[src/rtl/dccm_arb_if.sv]
// dccm_arb_if: LSU/DMA request-response bundle plus the DCCM command/read-data port.
interface dccm_arb_if;
  logic        lsu_req, lsu_we, lsu_gnt, lsu_rvalid;
  logic [31:0] lsu_addr, lsu_wdata, lsu_rdata;
  logic        dma_req, dma_we, dma_gnt, dma_rvalid;
  logic [31:0] dma_addr, dma_wdata, dma_rdata;
  logic        dccm_wr_en, dccm_rd_en;
  logic [31:0] dccm_wr_addr, dccm_rd_addr, dccm_wr_data, dccm_rd_data;
  modport slave (
    input  lsu_req, lsu_we, lsu_addr, lsu_wdata,
    input  dma_req, dma_we, dma_addr, dma_wdata,
    input  dccm_rd_data,
    output lsu_gnt, lsu_rvalid, lsu_rdata,
    output dma_gnt, dma_rvalid, dma_rdata,
    output dccm_wr_en, dccm_rd_en, dccm_wr_addr, dccm_rd_addr, dccm_wr_data
  );
  modport master (
    output lsu_req, lsu_we, lsu_addr, lsu_wdata,
    output dma_req, dma_we, dma_addr, dma_wdata,
    output dccm_rd_data,
    input  lsu_gnt, lsu_rvalid, lsu_rdata,
    input  dma_gnt, dma_rvalid, dma_rdata,
    input  dccm_wr_en, dccm_rd_en, dccm_wr_addr, dccm_rd_addr, dccm_wr_data
  );
endinterface

[src/rtl/dccm_arb.sv]
// dccm_arb: shares the single DCCM port between LSU and DMA; LSU has priority,
// a starvation counter forces a DMA grant after STARVE_MAX denied cycles.
module dccm_arb #(
  parameter int STARVE_MAX = 4
) (
  input logic       clk,
  input logic       rst_n,
  dccm_arb_if.slave b
);
  typedef enum logic {LSU_PRI, DMA_PRI} state_t;
  state_t      r_state, w_next;
  logic [7:0]  r_starve_cnt, w_starve_nxt;
  logic        r_rd_pend, r_rd_owner;
  logic        w_dma_win, w_lsu_win, w_any, w_we;
  logic [31:0] w_addr, w_wdata;
  // grants are combinational, so they are gated by rst_n to stay low while reset is held
  assign w_dma_win = rst_n & b.dma_req & (~b.lsu_req | (r_state == DMA_PRI));
  assign w_lsu_win = rst_n & b.lsu_req & ~w_dma_win;
  assign w_any     = w_lsu_win | w_dma_win;
  assign w_we      = w_dma_win ? b.dma_we : b.lsu_we;
  assign w_addr    = w_dma_win ? b.dma_addr : b.lsu_addr;
  assign w_wdata   = w_dma_win ? b.dma_wdata : b.lsu_wdata;
  assign b.lsu_gnt      = w_lsu_win;
  assign b.dma_gnt      = w_dma_win;
  assign b.dccm_wr_en   = w_any & w_we;
  assign b.dccm_rd_en   = w_any & ~w_we;
  assign b.dccm_wr_addr = b.dccm_wr_en ? w_addr : '0;
  assign b.dccm_wr_data = b.dccm_wr_en ? w_wdata : '0;
  assign b.dccm_rd_addr = b.dccm_rd_en ? w_addr : '0;
  assign b.lsu_rvalid   = r_rd_pend & ~r_rd_owner;
  assign b.dma_rvalid   = r_rd_pend & r_rd_owner;
  assign b.lsu_rdata    = b.lsu_rvalid ? b.dccm_rd_data : '0;
  assign b.dma_rdata    = b.dma_rvalid ? b.dccm_rd_data : '0;
  always_comb begin
    w_starve_nxt = (b.dma_req & ~w_dma_win) ? r_starve_cnt + 8'(r_starve_cnt != 8'hff) : '0;
    w_next = (r_state == LSU_PRI)
           ? ((b.dma_req & ~w_dma_win & (r_starve_cnt == 8'(STARVE_MAX - 1))) ? DMA_PRI : LSU_PRI)
           : ((w_dma_win | ~b.dma_req) ? LSU_PRI : DMA_PRI);
  end
  always_ff @(posedge clk or negedge rst_n)
    if (!rst_n) begin
      r_state      <= LSU_PRI;
      r_starve_cnt <= '0;
      r_rd_pend    <= 1'b0;
      r_rd_owner   <= 1'b0;
    end else begin
      r_state      <= w_next;
      r_starve_cnt <= w_starve_nxt;
      r_rd_pend    <= b.dccm_rd_en;
      r_rd_owner   <= w_dma_win;
    end
endmodule
[src/flat_wrapper.sv]
// flat-port wrapper written by rule: the top's interface ports become plain ports
module dccm_arb_flat 
#(
  parameter int STARVE_MAX = 4
)
  (clk, rst_n, b_lsu_req, b_lsu_we, b_lsu_addr, b_lsu_wdata, b_dma_req, b_dma_we, b_dma_addr, b_dma_wdata, b_dccm_rd_data, b_lsu_gnt, b_lsu_rvalid, b_lsu_rdata, b_dma_gnt, b_dma_rvalid, b_dma_rdata, b_dccm_wr_en, b_dccm_rd_en, b_dccm_wr_addr, b_dccm_rd_addr, b_dccm_wr_data);
  dccm_arb_if b_i ();
  input logic clk;
  input logic rst_n;
  input wire logic [$bits(b_i.lsu_req)-1:0] b_lsu_req;
  input wire logic [$bits(b_i.lsu_we)-1:0] b_lsu_we;
  input wire logic [$bits(b_i.lsu_addr)-1:0] b_lsu_addr;
  input wire logic [$bits(b_i.lsu_wdata)-1:0] b_lsu_wdata;
  input wire logic [$bits(b_i.dma_req)-1:0] b_dma_req;
  input wire logic [$bits(b_i.dma_we)-1:0] b_dma_we;
  input wire logic [$bits(b_i.dma_addr)-1:0] b_dma_addr;
  input wire logic [$bits(b_i.dma_wdata)-1:0] b_dma_wdata;
  input wire logic [$bits(b_i.dccm_rd_data)-1:0] b_dccm_rd_data;
  output wire logic [$bits(b_i.lsu_gnt)-1:0] b_lsu_gnt;
  output wire logic [$bits(b_i.lsu_rvalid)-1:0] b_lsu_rvalid;
  output wire logic [$bits(b_i.lsu_rdata)-1:0] b_lsu_rdata;
  output wire logic [$bits(b_i.dma_gnt)-1:0] b_dma_gnt;
  output wire logic [$bits(b_i.dma_rvalid)-1:0] b_dma_rvalid;
  output wire logic [$bits(b_i.dma_rdata)-1:0] b_dma_rdata;
  output wire logic [$bits(b_i.dccm_wr_en)-1:0] b_dccm_wr_en;
  output wire logic [$bits(b_i.dccm_rd_en)-1:0] b_dccm_rd_en;
  output wire logic [$bits(b_i.dccm_wr_addr)-1:0] b_dccm_wr_addr;
  output wire logic [$bits(b_i.dccm_rd_addr)-1:0] b_dccm_rd_addr;
  output wire logic [$bits(b_i.dccm_wr_data)-1:0] b_dccm_wr_data;
  assign b_i.lsu_req = b_lsu_req;
  assign b_i.lsu_we = b_lsu_we;
  assign b_i.lsu_addr = b_lsu_addr;
  assign b_i.lsu_wdata = b_lsu_wdata;
  assign b_i.dma_req = b_dma_req;
  assign b_i.dma_we = b_dma_we;
  assign b_i.dma_addr = b_dma_addr;
  assign b_i.dma_wdata = b_dma_wdata;
  assign b_i.dccm_rd_data = b_dccm_rd_data;
  assign b_lsu_gnt = b_i.lsu_gnt;
  assign b_lsu_rvalid = b_i.lsu_rvalid;
  assign b_lsu_rdata = b_i.lsu_rdata;
  assign b_dma_gnt = b_i.dma_gnt;
  assign b_dma_rvalid = b_i.dma_rvalid;
  assign b_dma_rdata = b_i.dma_rdata;
  assign b_dccm_wr_en = b_i.dccm_wr_en;
  assign b_dccm_rd_en = b_i.dccm_rd_en;
  assign b_dccm_wr_addr = b_i.dccm_wr_addr;
  assign b_dccm_rd_addr = b_i.dccm_rd_addr;
  assign b_dccm_wr_data = b_i.dccm_wr_data;
  dccm_arb #(.STARVE_MAX(STARVE_MAX)) u_core (.clk(clk), .rst_n(rst_n), .b(b_i));
endmodule
[config.mk]
export PLATFORM = sky130hd
export DESIGN_NAME = dccm_arb_flat
export DESIGN_NICKNAME = d
export VERILOG_FILES = /design/src/rtl/dccm_arb_if.sv /design/src/rtl/dccm_arb.sv /design/src/flat_wrapper.sv
export SDC_FILE = /design/constraint.sdc
export NUM_CORES = 1
export LEC_CHECK = 0
export BUFFER_PORTS_ARGS = -buffer_cell sky130_fd_sc_hd__buf_4
export CAP_MARGIN = 5
export CORE_AREA = 2 2 128 130
export DETAILED_ROUTE_END_ITERATION = 12
export DIE_AREA = 0 0 130 132
export GPL_ROUTABILITY_DRIVEN = 0
export REMOVE_ABC_BUFFERS = 1
export SYNTH_ARGS = -nofsm -noshare
export SYNTH_HDL_FRONTEND = slang
export SYNTH_SLANG_ARGS = --single-unit
[constraint.sdc]
create_clock -name clk -period 2.01 [get_ports clk]
set_clock_uncertainty 0.1 [all_clocks]
set_input_delay 0 -clock clk [delete_from_list [all_inputs] [get_ports clk]]
set_output_delay 0 -clock clk [all_outputs]
set_load 0.02 [all_outputs]
== Word level (Yosys, flattened, before mapping) ==
Cells that the tools add are included.
Storage, ports and cells
  bits in registers: 11
  input bits: 166
  output and inout port bits: 166
  logic and storage cells: 37
Cells by class
  multiplexer cells: 12
  $add $sub $neg: 1
  bitwise gates (word level): 18
  eq/ne operators: 2
Operators by type and width (count)
  32-bit two-way mux: 7
  1-bit AND: 10
  8-bit by 1-bit adder with 8-bit output: 1
  8-bit by 2-bit equality test with 1-bit output (second input constant): 1
  8-bit two-way mux: 1
  8-bit != test (second input constant): 1
  1-bit inverter: 5
  1-bit two-way mux: 4
  1-bit OR: 3

== Logic depth before layout (Yosys ltp) ==
Gate-level depths: netlist of run 1.
  depth after elaboration: 8
  mapped depth: 7
  gate-level depth less buffers: 7

== Least setup slack after synthesis of run 1 ==
Ideal clock, no wire load.
  path type: register to output
  from: register u_core.r_state
  to: output b_dccm_rd_addr[25]
  cell stages (with the launch flop): 6
  slack: 289 ps
  buffers on the path: 2
  data arrival time: 1621 ps
  data required time: 1910 ps
  path through: dfrtp_1 -> and2b_1 -> buf_2 -> clkbuf_2 -> o21ai_0 -> a211oi_1
On the way
  cells in the longest elaborated chain, start to end: 7
  elaborated cells between the ends (all ways): 10
  those cells by class: mux (3); bitwise (7)
Ends and longest elaborated chain
  from (decl): line dccm_arb.sv:11  | state_t r_state, w_next;
  from (signal assigned): line dccm_arb.sv:47  | r_state <= w_next;
  1-bit OR *: line dccm_arb.sv:17  | assign w_dma_win = rst_n & b.dma_req & (~b.lsu_req | (r_state == DMA_PRI));
  1-bit AND *: line dccm_arb.sv:17
  1-bit inverter: line dccm_arb.sv:18  | assign w_lsu_win = rst_n & b.lsu_req & ~w_dma_win;
  1-bit AND: line dccm_arb.sv:18
  1-bit OR: line dccm_arb.sv:19  | assign w_any = w_lsu_win | w_dma_win;
  1-bit AND: line dccm_arb.sv:26  | assign b.dccm_rd_en = w_any & ~w_we;
  32-bit two-way mux *: line dccm_arb.sv:29  | assign b.dccm_rd_addr = b.dccm_rd_en ? w_addr : '0;
  to (decl): line flat_wrapper.sv:28  | output wire logic [$bits(b_i.dccm_rd_addr)-1:0] b_dccm_rd_addr;
Every way passes the cells marked *; elsewhere a longest branch is shown, timed or not.

== Worst setup path after layout of run 1 ==
  from: register u_core.r_state
  to: output b_dccm_rd_addr[16]
The elaborated chain is that of the path after synthesis.

==> results.toml, run 1 <==
[global_routing]
grt_pass1_vias = 4460
antenna_found_initial = 0
gr-total-overflow = 0
grt_first_pass_wirelength_mm = 25.5
grt_usage_pct = 18.9
grt_max_degree = 66

[synthesis]
syn_area_um2 = 2590
synth_cell_types = 30
ys_seq_area_share_pct = 10.6
synthDominantCellAreaShare_pct = 27.8
synth_area_leaders = "a211oi_1 28%, nand3_1 13%, o21ai_0 12%"
yosys_register_bits = 11
synth-main-ff-cell = "dfrtp_1"
syn_inst = 410
yosys-top-cells-count = "96 x a211oi_1, 66 x nand3_1, 63 x o21ai_0, 34 x and2_1, 32 x and3_1"
syn_area_per_cell_um2 = 6.33
yosys.area.top_type = "a211oi_1"
synth_edf_count = 0
ys_async_sr_fraction_pct = 100
synth_most_common_cell = "a211oi_1"
ys.warnings.count = 0

[power_and_ir_drop]
power_frac_comb_pct = 65.2
powerDensity_nw_per_um2 = 304
p_int_w = 0.00102
switching_share_pct = 40.8
leakage_nw = 2.67
switching_power_w = 0.000701
p_clk_share_pct = 21.1
peakVddDrop_mv = 0.218
seq_power_share_pct = 13.7

[die]
initial_utilization_pct = 16.5
core_area_um2 = 15700
die_area_um2 = 17200
die_w_um = 130
rows = 46
die_y_um = 132
ios = 332

[placed_design]
place_hpwl_mm = 13.5
place_ws_ns = 0.138
port_buffers = 331
placed_area_um2 = 5470
placed_cells = 930

[run]
cap_violations = 0

[worst_setup_path]
critPathCapture = "b_dccm_rd_addr[16]"
critPathKind = "register to primary output"
start_kind = "register"
worstPathCellList = "and2b_4, buf_12, o21ai_0, a211oi_1, buf_4"
r2r_cells = 7
worstPathRequired_ns = 1.91
path_max_fanout = 30
r2r_setup_slack_ns = 0.21
cp-end-kind = "primary output"
cp_slowest_cell = "dfrtp_1"
rr_startpoint = "u_core.r_starve_cnt[5]"
r2r_end = "u_core.r_starve_cnt[7]"
crit_arrival_ns = 1.84
max_stage_delay_ns = 0.40
startpoint = "u_core.r_state"

[finish]
instances_no_fill = 937
finish.instance_area_um2 = 5650
n_fill_cell = 1703
nets = 890
drive_gt1_share_pct = 52.8
area_growth_pct = 118
antenna_cells = 0
fin_util_pct = 35.9

[worst_hold_path]
hold_path_class = "primary input to register"

[clocking]
post-cts-setup-buffers = 0
cts_buffers = 3
ctsHtreeMaxLevel = 1
clk_latency_ns = 0.24
cts_buffer_depth = 2
path_clk_slew_ns = 0.04
cts_root_buf = "clkbuf_16"
cts_tree = "built"
clock_sinks = 11

[sta]
setup_ws_ns = 0.0748
fmax_mhz = 517
worstMarginPinSlew_ns = 0.462
slew_violations = 0
rsz0062_at_grt = "yes"
hold_viol = 0
min_period_ns = 1.94
period_share_pct = 96.3
setup_viol = 0
max_slew_margin_pct = 68.9
fin_tns_setup_ns = 0

[drt]
drt_iter0_drc = 278
route.vias.total = 4562
antenna_left = 0
routed_via_density = 4.87
first_pass_iters = 4
avgRoutedWirePerCell_um = 18.8
wirelength_mm = 17.6
drc = 0

[status]
status = "finished, final reports clean"
-- cells by family after synthesis --
logic type                 share of synthesized area [%]
buffers and inverters                               10.6
xor gates and xnor gates                            1.35
adders and majority gates                          0.964
DFF                                                 10.6
and+or+nand+nor                                     33.5
AOI/OAI and AO/OA                                   43.0
-- routing by layer --
metal	global-route usage (%)	routed length, µm
met5	0	0
met3	2.56	1420
met2	35.0	9060
met1	23.3	6910
met4	3.11	212
-- worst min path at each step --
stage | startpoint | to | cells past startpoint
after global routing | b_dma_req | u_core.r_starve_cnt[0] | 3
after global placement | rst_n | u_core.r_state | 2
after CTS | b_dma_req | u_core.r_starve_cnt[0] | 3
after floorplan | rst_n | u_core.r_rd_owner | 0
after detailed placement | rst_n | u_core.r_state | 2
final | b_dma_req | u_core.r_starve_cnt[0] | 3
-- through the flow --
step / power, W / hold WS (ns)
after floorplan: 0.000664 / -0.396
after global placement: 0.00134 / -0.0980
after detailed placement: 0.00133 / -0.103
after CTS: 0.00171 / 0.102
after global routing: 0.00182 / 0.131
final: 0.00172 / 0.102
-- what timing repair did --
item,4_1_cts,5_1_grt
resized for setup,3,6
setup endpoints to repair,5,61
pin swaps,1,10
hold buffers,1,0
cloned,0,2
hold endpoints to repair,11,0
-- power by group through the flow --
stage                     sequential, W  combinational [W]  clock (W)
final                          0.000235            0.00112   0.000362
after global routing           0.000237            0.00120   0.000380
after CTS                      0.000235            0.00110   0.000369
after detailed placement       0.000238            0.00109          0
after global placement         0.000238            0.00110          0
after floorplan                0.000244           0.000420          0
-- flip-flops by register name, summed over array words and instances, names as in the netlist --
| name | count |
|---|---|
| u_core.r_rd_owner | 1 |
| u_core.r_rd_pend | 1 |
| u_core.r_starve_cnt | 8 |
| u_core.r_state | 1 |
-- worst max-delay path, delay by kind of cell (launching register included) --
kind,cells,cell delay (ns)
flops,1,0.40
simple gates,1,0.33
compound gates,2,0.46
buf+inv,2,0.38
-- layout make-up --
class	instances	area (µm²)	area share, %
Tap cell	216	270	4.79
Sequential cell	11	275	4.87
Multi-Input combinational cell	336	2130	37.6
Clock buffer	4	78.8	1.40
Timing Repair Buffer	365	2880	51.0
Inverter	5	20.0	0.354
-- cell usage in the layout (no fill, tap or decap), types with 2 or more instances in the layout --
master and instances:
xnor2_1 2, ha_1 2, nand4_1 2, buf_12 8
a211oi_2 5, nand3_1 66, buf_4 354, a32oi_4 2
nor2_1 12, a211oi_1 91, inv_1 4, o21ai_1 4
and3_1 32, and2_1 33, a21oi_1 3, dfrtp_1 11
nand2_1 5, or3_1 2, o21ai_0 62, clkbuf_16 5
xor2_1 2
No activity file was read; power rests on OpenSTA's default activity.
==> run 2, diff against run 1 <==
--- a/config.mk
+++ b/config.mk
@@ -7,9 +7,9 @@
 export LEC_CHECK = 0
 export BUFFER_PORTS_ARGS = -buffer_cell sky130_fd_sc_hd__buf_4
 export CAP_MARGIN = 5
-export CORE_AREA = 2 2 128 130
+export CORE_AREA = 2 2 130 132
 export DETAILED_ROUTE_END_ITERATION = 12
-export DIE_AREA = 0 0 130 132
+export DIE_AREA = 0 0 132 134
 export GPL_ROUTABILITY_DRIVEN = 0
 export REMOVE_ABC_BUFFERS = 1
 export SYNTH_ARGS = -nofsm -noshare
==> run 2 against run 1 <==
  * Critical path depth increased by 2
  * Total power increased by 1.9%
  * Highest routed layer unchanged
  * Global-route usage decreased by 0.63 points
  * Hold slack got worse by 0.075 ns
  * Design area increased by 1.7%
  * First-iteration DRC count increased by 1.1%
  * Critical endpoint is now b_dccm_wr_addr[10]
  * Sequential share of layout area decreased by 0.080 points
==> results.toml, run 2 (synthesis results as in run 1) <==
[finish]
regMostFlops = "u_core.r_starve_cnt"
nets = 887
fin_util_pct = 35.2
n_fill_cell = 1736
drive_gt1_share_pct = 53.9
area_growth_pct = 121
final_common_cell = "buf_4"
seqCellArea_um2 = 275
largest_register_ffs = 8
finish.instance_area_um2 = 5740
multi_input_comb_area_um2 = 2170
antenna_cells = 0
layout_common_cells = "345 x buf_4, 81 x a211oi_1, 66 x nand3_1"

[drt]
drt_iter0_drc = 281
top_layer_used = "met4"
drc = 0
wl_met2_mm = 9.17
wirelength_mm = 18.0
route.met3.wl_mm = 1.41
met1_length_mm = 7.23
routed_via_density = 4.87
first_pass_iters = 5
antenna_left = 0
avgRoutedWirePerCell_um = 19.2
route.vias.total = 4570

[worst_setup_path]
worstPathRequired_ns = 1.91
path_max_fanout = 49
r2r_cells = 7
r2r_end = "u_core.r_starve_cnt[7]"
max_stage_delay_ns = 0.53
cp-end-kind = "primary output"
crit_arrival_ns = 1.87
r2r_setup_slack_ns = 0.22
worst_path_most_repeated_cell = "buf_4"
rr_startpoint = "u_core.r_starve_cnt[5]"
critPathKind = "primary input to primary output"
start_kind = "primary input"
worstPathCellList = "dlygate4sd3_1, buf_4, and2_2, buf_12, nand3_1, a211oi_2, buf_4"
cp_slowest_cell = "dlygate4sd3_1"

[power_and_ir_drop]
seq_power_share_pct = 13.5
powerDensity_nw_per_um2 = 304
peakVddDrop_mv = 0.178
switching_power_w = 0.000719
switching_share_pct = 41.1
p_int_w = 0.00103
leakage_nw = 2.69
p_clk_share_pct = 20.4
power_frac_comb_pct = 66.1

[sta]
max_slew_margin_pct = 71.8
setup_viol = 0
period_share_pct = 97.9
timing.hold.ws_ns = 0.0267
worstMarginPinSlew_ns = 0.423
rsz0062_at_grt = "yes"
hold_viol = 0
min_period_ns = 1.97
fmax_mhz = 508
slew_violations = 0

[die]
initial_utilization_pct = 15.9
core_area_um2 = 16300
die_y_um = 134
rows = 47
die_w_um = 132
ios = 332
die_area_um2 = 17700

[clocking]
ctsHtreeMaxLevel = 1
cts_tree = "built"
clk_latency_ns = 0.24
cts_buffers = 3
cts_root_buf = "clkbuf_16"
path_clk_slew_ns = 0.04
cts_buffer_depth = 2
clock_sinks = 11

[status]
status = "finished, final reports clean"

[global_routing]
grt_first_pass_wirelength_mm = 25.9
gr-total-overflow = 0
antenna_found_initial = 0
grt_pass1_vias = 4401
grt_max_degree = 61
grt_usage_pct = 18.3

[placed_design]
port_buffers = 331
place_hpwl_mm = 13.4
placed_area_um2 = 5430

[worst_hold_path]
hold_path_class = "primary input to asynchronous set/reset pin"

[run]
cap_violations = 0
## run 2: cell count changes in the layout (fill, tap and decap cells not counted), moves of 2 or more
| cell | change |
|---|---|
| a211oi_2 | +10 |
| o21ai_1 | +13 |
| buf_4 | -9 |
| clkbuf_16 | +2 |
| a211oi_1 | -10 |
| buf_12 | +2 |
| o21ai_0 | -13 |
## run 2: routing by layer
metal | vias to the layer above | global-route usage, %
li1 | 2183 | -
met1 | 2116 | 22.6
met2 | 257 | 33.8
met3 | 14 | 3.06
met4 | 0 | 2.78
met5 | - | 0
## run 2: worst max path at each step
stage,start,endpoint,depth (start not counted)
floorplan,u_core.r_state,b_dccm_wr_addr[0],3
global placement,u_core.r_state,b_dccm_wr_addr[25],5
detailed placement,u_core.r_state,b_dccm_wr_data[17],6
CTS,u_core.r_state,b_dccm_wr_addr[25],5
global route,rst_n,b_dccm_wr_addr[10],7
finish,rst_n,b_dccm_wr_addr[10],7
## run 2: power groups by stage
stage / logic [W] / registers (W) / clock network, W
finish: 0.00116 / 0.000236 / 0.000357
global route: 0.00124 / 0.000237 / 0.000381
CTS: 0.00110 / 0.000236 / 0.000364
detailed placement: 0.00109 / 0.000239 / 0
global placement: 0.00109 / 0.000239 / 0
floorplan: 0.000420 / 0.000244 / 0
## run 2: layout make-up
class,count,share of cell area (%)
Timing Repair Buffer,362,51.0
Multi-Input combinational cell,336,37.7
Sequential cell,11,4.79
Tap cell,220,4.79
Clock buffer,4,1.37
Inverter,5,0.327
## run 2: through the flow
stage          setup TNS [ns]  power [W]  setup slack, ns  instances
2_1_floorplan         -228.71   0.000664            -2.71        352
5_1_grt                -0.211    0.00185          -0.0571        938
3_5_place_dp                0    0.00133            0.176        926
4_1_cts                     0    0.00170          0.00743        932
6_report                    0    0.00175           0.0425        938
3_3_place_gp                0    0.00133            0.198        926
## run 2: repair_timing
action | in CTS | in global routing
resized for setup | 1 | 32
setup endpoints to repair | 12 | 49
endpoints found under the hold margin | 11 | 0
cloned | 0 | 4
buffers inserted | 1 | 2
pin swaps | 0 | 32
hold buffers | 1 | 0
## run 2: worst max-delay path, delay by kind of cell
family                 cells  cell delay, ns
buffers and inverters      4            1.14
and+or+nand+nor            2            0.38
AOI/OAI and AO/OA          1            0.33
==> run 3, diff against run 2 <==
--- a/config.mk
+++ b/config.mk
@@ -11,6 +11,7 @@
 export DETAILED_ROUTE_END_ITERATION = 12
 export DIE_AREA = 0 0 132 134
 export GPL_ROUTABILITY_DRIVEN = 0
+export PLACE_DENSITY_LB_ADDON = 0.2
 export REMOVE_ABC_BUFFERS = 1
 export SYNTH_ARGS = -nofsm -noshare
 export SYNTH_HDL_FRONTEND = slang
==> run 3 against run 2 <==
  * Register-to-register slack lost 0.08 ns
  * Hold slack improved by 0.052 ns
  * Flip-flop and latch count is the same
  * Fmax up 1.0%
  * Wire length fell by 7.8%
  * Sequential share of layout area up 0.22 points
  * Critical path depth decreased by 2
  * Via count fell by 1.0%
  * Global-route usage shrank 0.76 points
  * Non-clock buffer count down 13
  * Combinational power decreased by 9%
  * Total power shrank 5.3%
  * Largest power group unchanged
  * Highest routed layer unchanged
==> results.toml, run 3 (synthesis results as in run 1) <==
[worst_setup_path]
critPathKind = "register to primary output"
r2r_cells = 7
path_max_fanout = 46
worstPathCellList = "and2b_2, buf_12, o21ai_0, a211oi_2, buf_4"
cp_slowest_cell = "dfrtp_1"
start_kind = "register"
r2r_end = "u_core.r_starve_cnt[7]"
max_stage_delay_ns = 0.40
worstPathRequired_ns = 1.91
cp-end-kind = "primary output"
rr_startpoint = "u_core.r_starve_cnt[5]"
r2r_setup_slack_ns = 0.14
crit_arrival_ns = 1.85

[global_routing]
grt_usage_pct = 17.5
antenna_found_initial = 0
grt_max_degree = 65
grt_first_pass_wirelength_mm = 25.4
grt_pass1_vias = 4434
gr-total-overflow = 0

[sta]
fmax_mhz = 513
hold_viol = 0
fin_tns_setup_ns = 0
min_period_ns = 1.95
setup_viol = 0
timing.hold.ws_ns = 0.0791
max_slew_margin_pct = 55.2
slew_violations = 0
worstMarginPinSlew_ns = 0.672
period_share_pct = 96.9

[worst_hold_path]
hp-start = "b_dma_req"
min_to = "u_core.r_starve_cnt[0]"
worstHoldPathCells = 3
hold_path_class = "primary input to register"

[power_and_ir_drop]
peakVddDrop_mv = 0.216
leakage_nw = 2.58
powerDensity_nw_per_um2 = 301
power_w = 0.00166

[drt]
route.vias.total = 4523
met1_length_mm = 6.02
avgRoutedWirePerCell_um = 18.0
route.met3.wl_mm = 1.43
top_layer_used = "met4"
drc = 0
drt_iter0_drc = 274
wl_met2_mm = 8.68
antenna_left = 0
wirelength_mm = 16.6
routed_via_density = 4.89
first_pass_iters = 5

[die]
die_area_um2 = 17700
rows = 47
die_y_um = 134
die_w_um = 132
initial_utilization_pct = 15.9
ios = 332
core_area_um2 = 16300

[clocking]
path_clk_slew_ns = 0.04
clk_latency_ns = 0.24
ctsHtreeMaxLevel = 1
cts_root_buf = "clkbuf_16"
cts_tree = "built"
cts_buffers = 3
cts_buffer_depth = 2
clock_sinks = 11

[finish]
largest_register_ffs = 8
area_growth_pct = 112
finish.instance_area_um2 = 5490
regMostFlops = "u_core.r_starve_cnt"
nets = 874
final_common_cell = "buf_4"
layout_common_cells = "338 x buf_4, 91 x a211oi_1, 66 x nand3_1"
antenna_cells = 0
n_fill_cell = 1742
drive_gt1_share_pct = 51.8
instances_no_fill = 925

[placed_design]
placed_area_um2 = 5370
port_buffers = 331
place_hpwl_mm = 12.8
placed_cells = 919

[run]
cap_violations = 0

[status]
status = "finished, final reports clean"
-- run 3: cell types whose count changed in the layout (fill, tap and decap cells not counted), sizes merged --
cell,before,now
buf,357,348
clkbuf,8,4
-- run 3: worst max-delay path by stage --
stage / startpoint / end / slack [ns] / cells past startpoint
after floorplan: u_core.r_state / b_dccm_wr_addr[0] / -2.71 / 3
after global placement: u_core.r_starve_cnt[5] / u_core.r_starve_cnt[7] / 0.22 / 7
after detailed placement: u_core.r_starve_cnt[5] / u_core.r_starve_cnt[6] / 0.15 / 7
after CTS: u_core.r_state / b_dccm_rd_addr[26] / 0.002 / 5
after global routing: u_core.r_state / b_dccm_wr_addr[28] / -0.03 / 5
final: u_core.r_state / b_dccm_wr_addr[20] / 0.06 / 5
-- run 3: worst max-delay path, delay by kind of cell, from the launching register on --
kind / cells / cell delay [ns]
buffers and inverters: 2 / 0.40
AND/OR/NAND/NOR: 1 / 0.28
AO/OA/AOI/OAI: 2 / 0.51
flip-flops: 1 / 0.40
-- run 3: power breakdown --
group	leakage, nW	switching (W)	internal [W]
Sequential	0.151	0.00000731	0.000229
Combinational	2.39	0.000570	0.000488
Clock	0.0382	0.0000954	0.000266
Total	2.58	0.000672	0.000983
-- run 3: stage by stage --
stage | worst slack (ns) | utilization, %
after global placement | 0.217 | 32.9
after CTS | 0.00185 | 33.5
after detailed placement | 0.148 | 32.9
final | 0.0620 | 33.7
after floorplan | -2.71 | -
after global routing | -0.0262 | 33.7
-- run 3: timing repair --
item,CTS,global route
hold endpoints to repair,11,0
hold buffers,1,0
setup endpoints to repair,0,27
buffers inserted,0,1
gates resized for setup,0,7
-- run 3: final cells by class --
cell class | count | area [µm²] | area share, %
repair buffers | 349 | 2740 | 49.9
multi-input cells | 336 | 2110 | 38.4
flip-flops and latches | 11 | 275 | 5.01
well taps | 220 | 275 | 5.01
clock buffers | 4 | 78.8 | 1.43
inverters | 5 | 18.8 | 0.342
-- run 3: routing by layer --
metal | vias to the layer above | track usage, %
met2 | 256 | 32.8
met5 | - | 0
li1 | 2161 | -
met1 | 2072 | 19.4
met4 | 0 | 5.50
met3 | 34 | 4.38
